<file path="config.mk">
export PLATFORM = sky130hd
export DESIGN_NAME = vector_sequencer_flat
export DESIGN_NICKNAME = d
export VERILOG_FILES = /design/src/rtl/vseq_pkg.sv /design/src/rtl/vector_sequencer_if.sv /design/src/rtl/vseq_tol_compare.sv /design/src/rtl/vector_sequencer.sv /design/src/flat_wrapper.sv
export SDC_FILE = /design/constraint.sdc
export NUM_CORES = 1
export LEC_CHECK = 0
export BUFFER_PORTS_ARGS = -buffer_cell sky130_fd_sc_hd__buf_2
export CORE_ASPECT_RATIO = 1.4
export CORE_UTILIZATION = 30
export DETAILED_ROUTE_END_ITERATION = 8
export HOLD_SLACK_MARGIN = 0.1
export PLACE_DENSITY = 0.5
export SLEW_MARGIN = 20
export SYNTH_ARGS = -nofsm -noshare
export SYNTH_HDL_FRONTEND = slang
export SYNTH_HIERARCHICAL = 1
export SYNTH_SLANG_ARGS = --single-unit
export TNS_END_PERCENT = 20
</file>
<file path="constraint.sdc">
create_clock -name clk -period 6.8 [get_ports clk]
set_input_delay 0.34 -clock clk [delete_from_list [all_inputs] [get_ports clk]]
set_output_delay 0.34 -clock clk [all_outputs]
set_load 0.02 [all_outputs]
</file>
<file path="src/rtl/vseq_pkg.sv">
// vseq_pkg: shared FSM encoding, vector word layout and error saturation for vector_sequencer
package vseq_pkg;
    typedef enum logic [2:0] {
        IDLE     = 3'd0,
        FETCH    = 3'd1,
        LOAD     = 3'd2,
        SETTLE   = 3'd3,
        WAIT_ADC = 3'd4,
        CHECK    = 3'd5,
        DONE     = 3'd6
    } state_t;
    localparam int EXP_LSB = 0;
    localparam logic [15:0] ERR_SAT = 16'hFFFF;
    // The stimulus half sits directly above the expected half.
    function automatic int stim_lsb(input int data_w);
        return EXP_LSB + data_w;
    endfunction
endpackage

</file>
<file path="src/rtl/vector_sequencer_if.sv">
// vector_sequencer_if: vector RAM, DIO stimulus and ADC sample signals of the sequencer
interface vector_sequencer_if #(
    parameter int ADDR_W = 10,
    parameter int DATA_W = 16
);
    logic [ADDR_W-1:0]   vec_rd_addr;
    logic [2*DATA_W-1:0] vec_rd_data;
    logic [DATA_W-1:0]   dio_drive;
    logic                dio_valid;
    logic                adc_ready;
    logic [DATA_W-1:0]   adc_data;
    modport master (
        output vec_rd_addr, dio_drive, dio_valid,
        input  vec_rd_data, adc_ready, adc_data
    );
    modport slave (
        input  vec_rd_addr, dio_drive, dio_valid,
        output vec_rd_data, adc_ready, adc_data
    );
endinterface

</file>
<file path="src/rtl/vseq_tol_compare.sv">
// vseq_tol_compare: registered flag that |a - b| exceeds TOL, loaded when en is high
module vseq_tol_compare #(
    parameter int DATA_W = 16,
    parameter int TOL    = 2
) (
    input  logic              clk,
    input  logic              rst_n,
    input  logic              en,
    input  logic [DATA_W-1:0] a,
    input  logic [DATA_W-1:0] b,
    output logic              over
);
    logic [DATA_W:0] diff;
    assign diff = a >= b ? {1'b0, a} - {1'b0, b} : {1'b0, b} - {1'b0, a};
    always_ff @(posedge clk) begin
        if (!rst_n) over <= 1'b0;
        else if (en) over <= diff > (DATA_W + 1)'(TOL);
    end
endmodule

</file>
<file path="src/rtl/vector_sequencer.sv">
// vector_sequencer: steps the vector RAM through stimulus, settle, ADC wait and tolerance check.
// Optional VSEQ_STOP_ON_FAIL_EN ends the run at the first error and adds fail_addr.
module vector_sequencer
    import vseq_pkg::*;
#(
    parameter int ADDR_W     = 10,
    parameter int DATA_W     = 16,
    parameter int SETTLE_CYC = 4,
    parameter int TOL        = 2
) (
    input  logic              clk,
    input  logic              rst_n,
    input  logic              start,
    input  logic              abort,
    input  logic [ADDR_W-1:0] first_addr,
    input  logic [ADDR_W-1:0] last_addr,
    input  logic [15:0]       timeout_cyc,
    vector_sequencer_if.master bus,
    output logic              busy,
    output logic              done,
    output logic              pass,
    output logic [15:0]       err_count,
    output logic              timeout_err,
    output logic [ADDR_W-1:0] cur_addr
`ifdef VSEQ_STOP_ON_FAIL_EN
    ,
    output logic [ADDR_W-1:0] fail_addr
`endif
);
    localparam int STIM_LSB = stim_lsb(DATA_W);
    state_t state, nxt;
    logic [ADDR_W-1:0] last_q, next_addr;
    logic [15:0] tmo_cyc_q, cnt;
    logic [DATA_W-1:0] exp_q;
    logic tmo_q, over, tmo_hit, settled, err_inc, stop, go;
    assign go        = state == IDLE && start && !abort;
    assign next_addr = cur_addr + 1'b1;
    assign settled   = cnt == 16'(SETTLE_CYC - 1);
    assign tmo_hit   = !bus.adc_ready && tmo_cyc_q != 16'd0 && cnt == tmo_cyc_q - 16'd1;
    // A timed-out vector leaves a stale compare result, so tmo_q masks it in CHECK.
    assign err_inc   = !abort && ((state == WAIT_ADC && tmo_hit) || (state == CHECK && over && !tmo_q));
`ifdef VSEQ_STOP_ON_FAIL_EN
    assign stop = tmo_q || over;
`else
    assign stop = 1'b0;
`endif
    vseq_tol_compare #(.DATA_W(DATA_W), .TOL(TOL)) u_cmp (
        .clk  (clk),
        .rst_n(rst_n),
        .en   (state == WAIT_ADC && bus.adc_ready),
        .a    (bus.adc_data),
        .b    (exp_q),
        .over (over)
    );
    always_ff @(posedge clk) begin
        if (!rst_n) state <= IDLE;
        else state <= nxt;
    end
    always_comb begin
        nxt = state;
        case (state)
            IDLE:     nxt = start ? FETCH : IDLE;
            FETCH:    nxt = LOAD;
            LOAD:     nxt = SETTLE;
            SETTLE:   nxt = settled ? WAIT_ADC : SETTLE;
            WAIT_ADC: nxt = bus.adc_ready || tmo_hit ? CHECK : WAIT_ADC;
            CHECK:    nxt = cur_addr == last_q || stop ? DONE : FETCH;
            default:  nxt = IDLE;
        endcase
        if (abort) nxt = IDLE;
    end
    always_comb begin
        busy = state != IDLE && state != DONE;
        done = state == DONE && !abort;
    end
    always_ff @(posedge clk) begin
        if (!rst_n) begin
            last_q          <= '0;
            tmo_cyc_q       <= '0;
            cnt             <= '0;
            exp_q           <= '0;
            tmo_q           <= 1'b0;
            cur_addr        <= '0;
            err_count       <= '0;
            timeout_err     <= 1'b0;
            pass            <= 1'b0;
            bus.vec_rd_addr <= '0;
            bus.dio_drive   <= '0;
            bus.dio_valid   <= 1'b0;
`ifdef VSEQ_STOP_ON_FAIL_EN
            fail_addr       <= '0;
`endif
        end else if (go) begin
            last_q          <= last_addr;
            tmo_cyc_q       <= timeout_cyc;
            cur_addr        <= first_addr;
            bus.vec_rd_addr <= first_addr;
            err_count       <= '0;
            timeout_err     <= 1'b0;
            pass            <= 1'b0;
            bus.dio_valid   <= 1'b0;
`ifdef VSEQ_STOP_ON_FAIL_EN
            fail_addr       <= '0;
`endif
        end else if (state != IDLE && abort) begin
            pass          <= 1'b0;
            bus.dio_valid <= 1'b0;
        end else begin
            cnt <= (state == SETTLE && !settled) || state == WAIT_ADC ? cnt + 16'd1 : 16'd0;
            if (err_inc) err_count <= err_count == ERR_SAT ? err_count : err_count + 16'd1;
            if (state == WAIT_ADC) tmo_q <= tmo_hit;
            if (state == WAIT_ADC && tmo_hit) timeout_err <= 1'b1;
            if (state == LOAD) begin
                bus.dio_drive <= bus.vec_rd_data[STIM_LSB +: DATA_W];
                exp_q         <= bus.vec_rd_data[EXP_LSB +: DATA_W];
                bus.dio_valid <= 1'b1;
            end
            if (state == CHECK && nxt == FETCH) begin
                cur_addr        <= next_addr;
                bus.vec_rd_addr <= next_addr;
            end
`ifdef VSEQ_STOP_ON_FAIL_EN
            if (state == CHECK && stop) fail_addr <= cur_addr;
`endif
            if (state == DONE) pass <= err_count == 16'd0;
        end
    end
endmodule
</file>
<file path="src/flat_wrapper.sv">
// flat-port wrapper written by rule: the top's interface ports become plain ports
module vector_sequencer_flat import vseq_pkg::*;
#(
    parameter int ADDR_W     = 10,
    parameter int DATA_W     = 16,
    parameter int SETTLE_CYC = 4,
    parameter int TOL        = 2
)
  (clk, rst_n, start, abort, first_addr, last_addr, timeout_cyc, busy, done, pass, err_count, timeout_err, cur_addr, bus_vec_rd_addr, bus_dio_drive, bus_dio_valid, bus_vec_rd_data, bus_adc_ready, bus_adc_data);
  vector_sequencer_if #(.ADDR_W(ADDR_W), .DATA_W(DATA_W)) bus_i ();
  input  logic clk;
  input  logic rst_n;
  input  logic start;
  input  logic abort;
  input  logic [ADDR_W-1:0] first_addr;
  input  logic [ADDR_W-1:0] last_addr;
  input  logic [15:0] timeout_cyc;
  output logic busy;
  output logic done;
  output logic pass;
  output logic [15:0] err_count;
  output logic timeout_err;
  output logic [ADDR_W-1:0] cur_addr;
  output wire logic [$bits(bus_i.vec_rd_addr)-1:0] bus_vec_rd_addr;
  output wire logic [$bits(bus_i.dio_drive)-1:0] bus_dio_drive;
  output wire logic [$bits(bus_i.dio_valid)-1:0] bus_dio_valid;
  input wire logic [$bits(bus_i.vec_rd_data)-1:0] bus_vec_rd_data;
  input wire logic [$bits(bus_i.adc_ready)-1:0] bus_adc_ready;
  input wire logic [$bits(bus_i.adc_data)-1:0] bus_adc_data;
  assign bus_vec_rd_addr = bus_i.vec_rd_addr;
  assign bus_dio_drive = bus_i.dio_drive;
  assign bus_dio_valid = bus_i.dio_valid;
  assign bus_i.vec_rd_data = bus_vec_rd_data;
  assign bus_i.adc_ready = bus_adc_ready;
  assign bus_i.adc_data = bus_adc_data;
  vector_sequencer #(.ADDR_W(ADDR_W), .DATA_W(DATA_W), .SETTLE_CYC(SETTLE_CYC), .TOL(TOL)) u_core (.clk(clk), .rst_n(rst_n), .start(start), .abort(abort), .first_addr(first_addr), .last_addr(last_addr), .timeout_cyc(timeout_cyc), .bus(bus_i), .busy(busy), .done(done), .pass(pass), .err_count(err_count), .timeout_err(timeout_err), .cur_addr(cur_addr));
endmodule
</file>
==> flow_metrics.py <==
metrics = {
    "place": {
        "dp.cells": 1352,
        "post_dp_cell_area_um2": 8150,
        "io_buffers": 145,
        "dp_hpwl_um": 16400,
        "gp_congestion": 0.868,
    },
    "critical_path": {
        "cp_max_fo": 30,
        "critPathArrivalTime_ps": 3720,
        "reg2regPathDepth": 8,
        "crit_path_end_kind": "register",
        "criticalPathCategory": "reg -> reg",
        "worstPathRequired_ps": 7090,
        "endpoint": "u_core/err_count[7]",
        "regToRegSetupSlack_ps": 3360,
        "crit_start": "u_core/tmo_cyc_q[2]",
        "startpoint_type": "register",
        "r2r-start": "u_core/tmo_cyc_q[2]",
        "timing.rr.end": "u_core/err_count[7]",
    },
    "yosys": {
        "netlist.area_leader.share": 0.295,
        "avgSynthCellArea_um2": 7.65,
        "ys_warn_count": 6,
        "synth_area_leaders": "dfxtp_1, nand2_1, a21oi_1",
        "synth_edf_count": 0,
        "synth_nets": 1088,
        "yosysUniqueCellTypes": 83,
        "ys_ff_latch": 108,
        "synth_ff_type": "dfxtp_1",
        "ys_seq_area_frac": 0.295,
        "netlist_area_um2": 7340,
        "yosys.area.top_type": "dfxtp_1",
        "ys_async_sr_fraction": 0,
        "synthCells": 959,
    },
    "run": {
        "drv_cap": 0,
    },
    "timing": {
        "slew_viol_final": 0,
        "finalSetupTns_ps": 0,
        "hold_viol_final": 0,
        "tightestPinTransition_ps": 891,
        "rsz0062_at_grt": "no",
        "fin_crit_ps": 3440,
        "finalCritPeriodShare": 0.505,
        "relSlewSlack": 0.406,
        "fin_worst_skew_ps": 16.5,
        "setup_viol": 0,
        "max_freq_mhz": 291,
    },
    "cts": {
        "postCtsSetupBuffers": 0,
        "numCtsBuffers": 9,
        "clk_pin_slew_ps": 90,
        "cts_max_level": 3,
        "cts-root-buf": "clkbuf_16",
        "ctsHoldBuffers": 0,
        "cts_resized": 0,
        "clock_path_buffers": 2,
        "clock-sinks": 108,
        "clock_latency_ps": 370,
        "cts_tree": "built",
    },
    "global_route": {
        "grt_pass1_vias": 6745,
        "grt_max_degree": 46,
        "grt_pass1_wl_um": 34800,
        "grt-ovfl-total": 0,
        "track_usage": 0.174,
        "antenna_found_initial": 0,
    },
    "layout": {
        "fin_area_um2": 8440,
        "syn2layout_area_growth_pct": 14.9,
        "final_cells": 1368,
        "fin_nets": 1182,
        "layout_common_cells": "nand2_1, buf_2, a21oi_1, dfxtp_1",
        "diodes": 0,
        "layout-drive-gt1-share": 0.190,
        "postLayoutCoreUtil": 0.352,
        "layout_commonest_cell": "nand2_1",
    },
    "drt": {
        "via_count": 6943,
        "routedWlPerCell_um": 15.8,
        "ant_nets": 0,
        "drt_first_pass_iters": 5,
        "viasPerCell": 5.08,
        "drc": 0,
        "drt_iter0_markers": 389,
        "wl_um": 21600,
    },
    "floorplan": {
        "fp.dieH_um": 187,
        "pin_count": 146,
        "core_um2": 24000,
        "row_count": 67,
        "dieArea_um2": 25100,
        "start_util": 0.306,
        "die_width_um": 134,
    },
    "run_status": {
        "status": "finished, final reports clean",
    },
    "pwr": {
        "p_per_area_nw_per_um2": 173,
        "leakage_nw": 3.37,
        "max-vdd-ir-drop_mv": 0.135,
    },
    "min_path": {
        "worstHoldPathType": "in -> reg",
    },
}
sequential cells by signal, summed over array words and instances (netlist names):
register              cells
u_core/tmo_cyc_q         16
u_core/exp_q             16
u_core/err_count         16
u_core/tmo_q              1
u_core/cur_addr          10
u_core/bus.dio_drive     16
u_core/bus.dio_valid      1
u_core/last_q            10
u_core/pass               1
u_core/u_cmp/over         1
u_core/state              3
u_core/timeout_err        1
u_core/cnt               16
synthesized netlist by cell type, drive strengths merged (5+ instances only):
cell / n
nand3: 22
nor4b: 5
o31ai: 14
a21o: 5
nor2b: 11
o221ai: 5
buf: 26
and2: 6
nor4: 14
clkbuf: 40
dfxtp: 108
a2111oi: 5
nand2b: 6
nand4: 21
or4: 20
nor2: 54
inv: 55
mux2i: 5
xor2: 29
or2: 5
o21a: 10
o211ai: 7
o21ai: 37
a21oi: 114
a211oi: 10
nor3b: 5
nor3: 16
xnor2: 32
or3: 11
and3: 15
ha: 38
nand2: 153
through the flow:
| step | setup slack, ps | hold slack [ps] | total power [mW] |
|---|---|---|---|
| floorplan | 3840 | 449 | 0.864 |
| global placement | 3420 | 440 | 0.939 |
| CTS | 3370 | 177 | 1.48 |
| finish | 3360 | 196 | 1.46 |
| detailed placement | 3390 | 443 | 0.939 |
| global route | 3100 | 194 | 1.53 |
final cells by class:
cell class	instances	area, um2
Multi-Input combinational cell	730	4640
Clock buffer	9	225
Timing Repair Buffer	149	756
Inverter	55	209
Fill cell	2626	15500
Sequential cell	108	2160
Tap cell	310	388
Clock inverter	7	58.8
power breakdown:
group          internal, mW  switching (mW)  leakage [nW]  total, mW
logic                 0.104           0.155          2.35      0.259
registers             0.646          0.0198         0.875      0.666
clock network         0.255           0.276         0.138      0.531
worst min-delay path by stage:
stage,start,to,slack (ps),cells after the start
3_5_place_dp,u_core/bus.dio_drive[4],u_core/bus.dio_drive[4],440,2
6_report,bus_vec_rd_data[4],u_core/exp_q[4],200,3
5_1_grt,bus_vec_rd_data[13],u_core/exp_q[13],190,3
3_3_place_gp,u_core/bus.dio_drive[8],u_core/bus.dio_drive[8],440,2
4_1_cts,bus_vec_rd_data[4],u_core/exp_q[4],180,3
2_1_floorplan,u_core/last_q[0],u_core/last_q[0],450,2
logic make-up (layout without fill, tap and decap cells):
logic type | after synthesis | count (layout) | share of synthesized area
and+or+nand+nor | 378 | 378 | 0.264
AOI/OAI and AO/OA | 246 | 246 | 0.216
buffers and inverters | 121 | 220 | 0.0758
DFF | 108 | 108 | 0.295
xor gates and xnor gates | 61 | 61 | 0.0728
adders and majority gates | 40 | 40 | 0.0702
muxes | 5 | 5 | 0.00682
layer usage:
layer	share of wire	routed length, um	vias to the layer above	track usage
met2	0.51	11100	140	0.317
met4	0.019	404	0	0.0592
li1	-	-	3569	-
met1	0.43	9370	3211	0.205
met3	0.035	751	23	0.0260
met5	0	0	-	0
worst max-delay path, cell delays in order, from the launching register on:
cell	delay (ps)
dfxtp_1	390
nor4_1	490
nand2_1	130
xnor2_1	130
or4_1	510
or4_4	440
o21a_1	490
or4_1	630
a21oi_1	150
(Power assumes the default switching activity.)
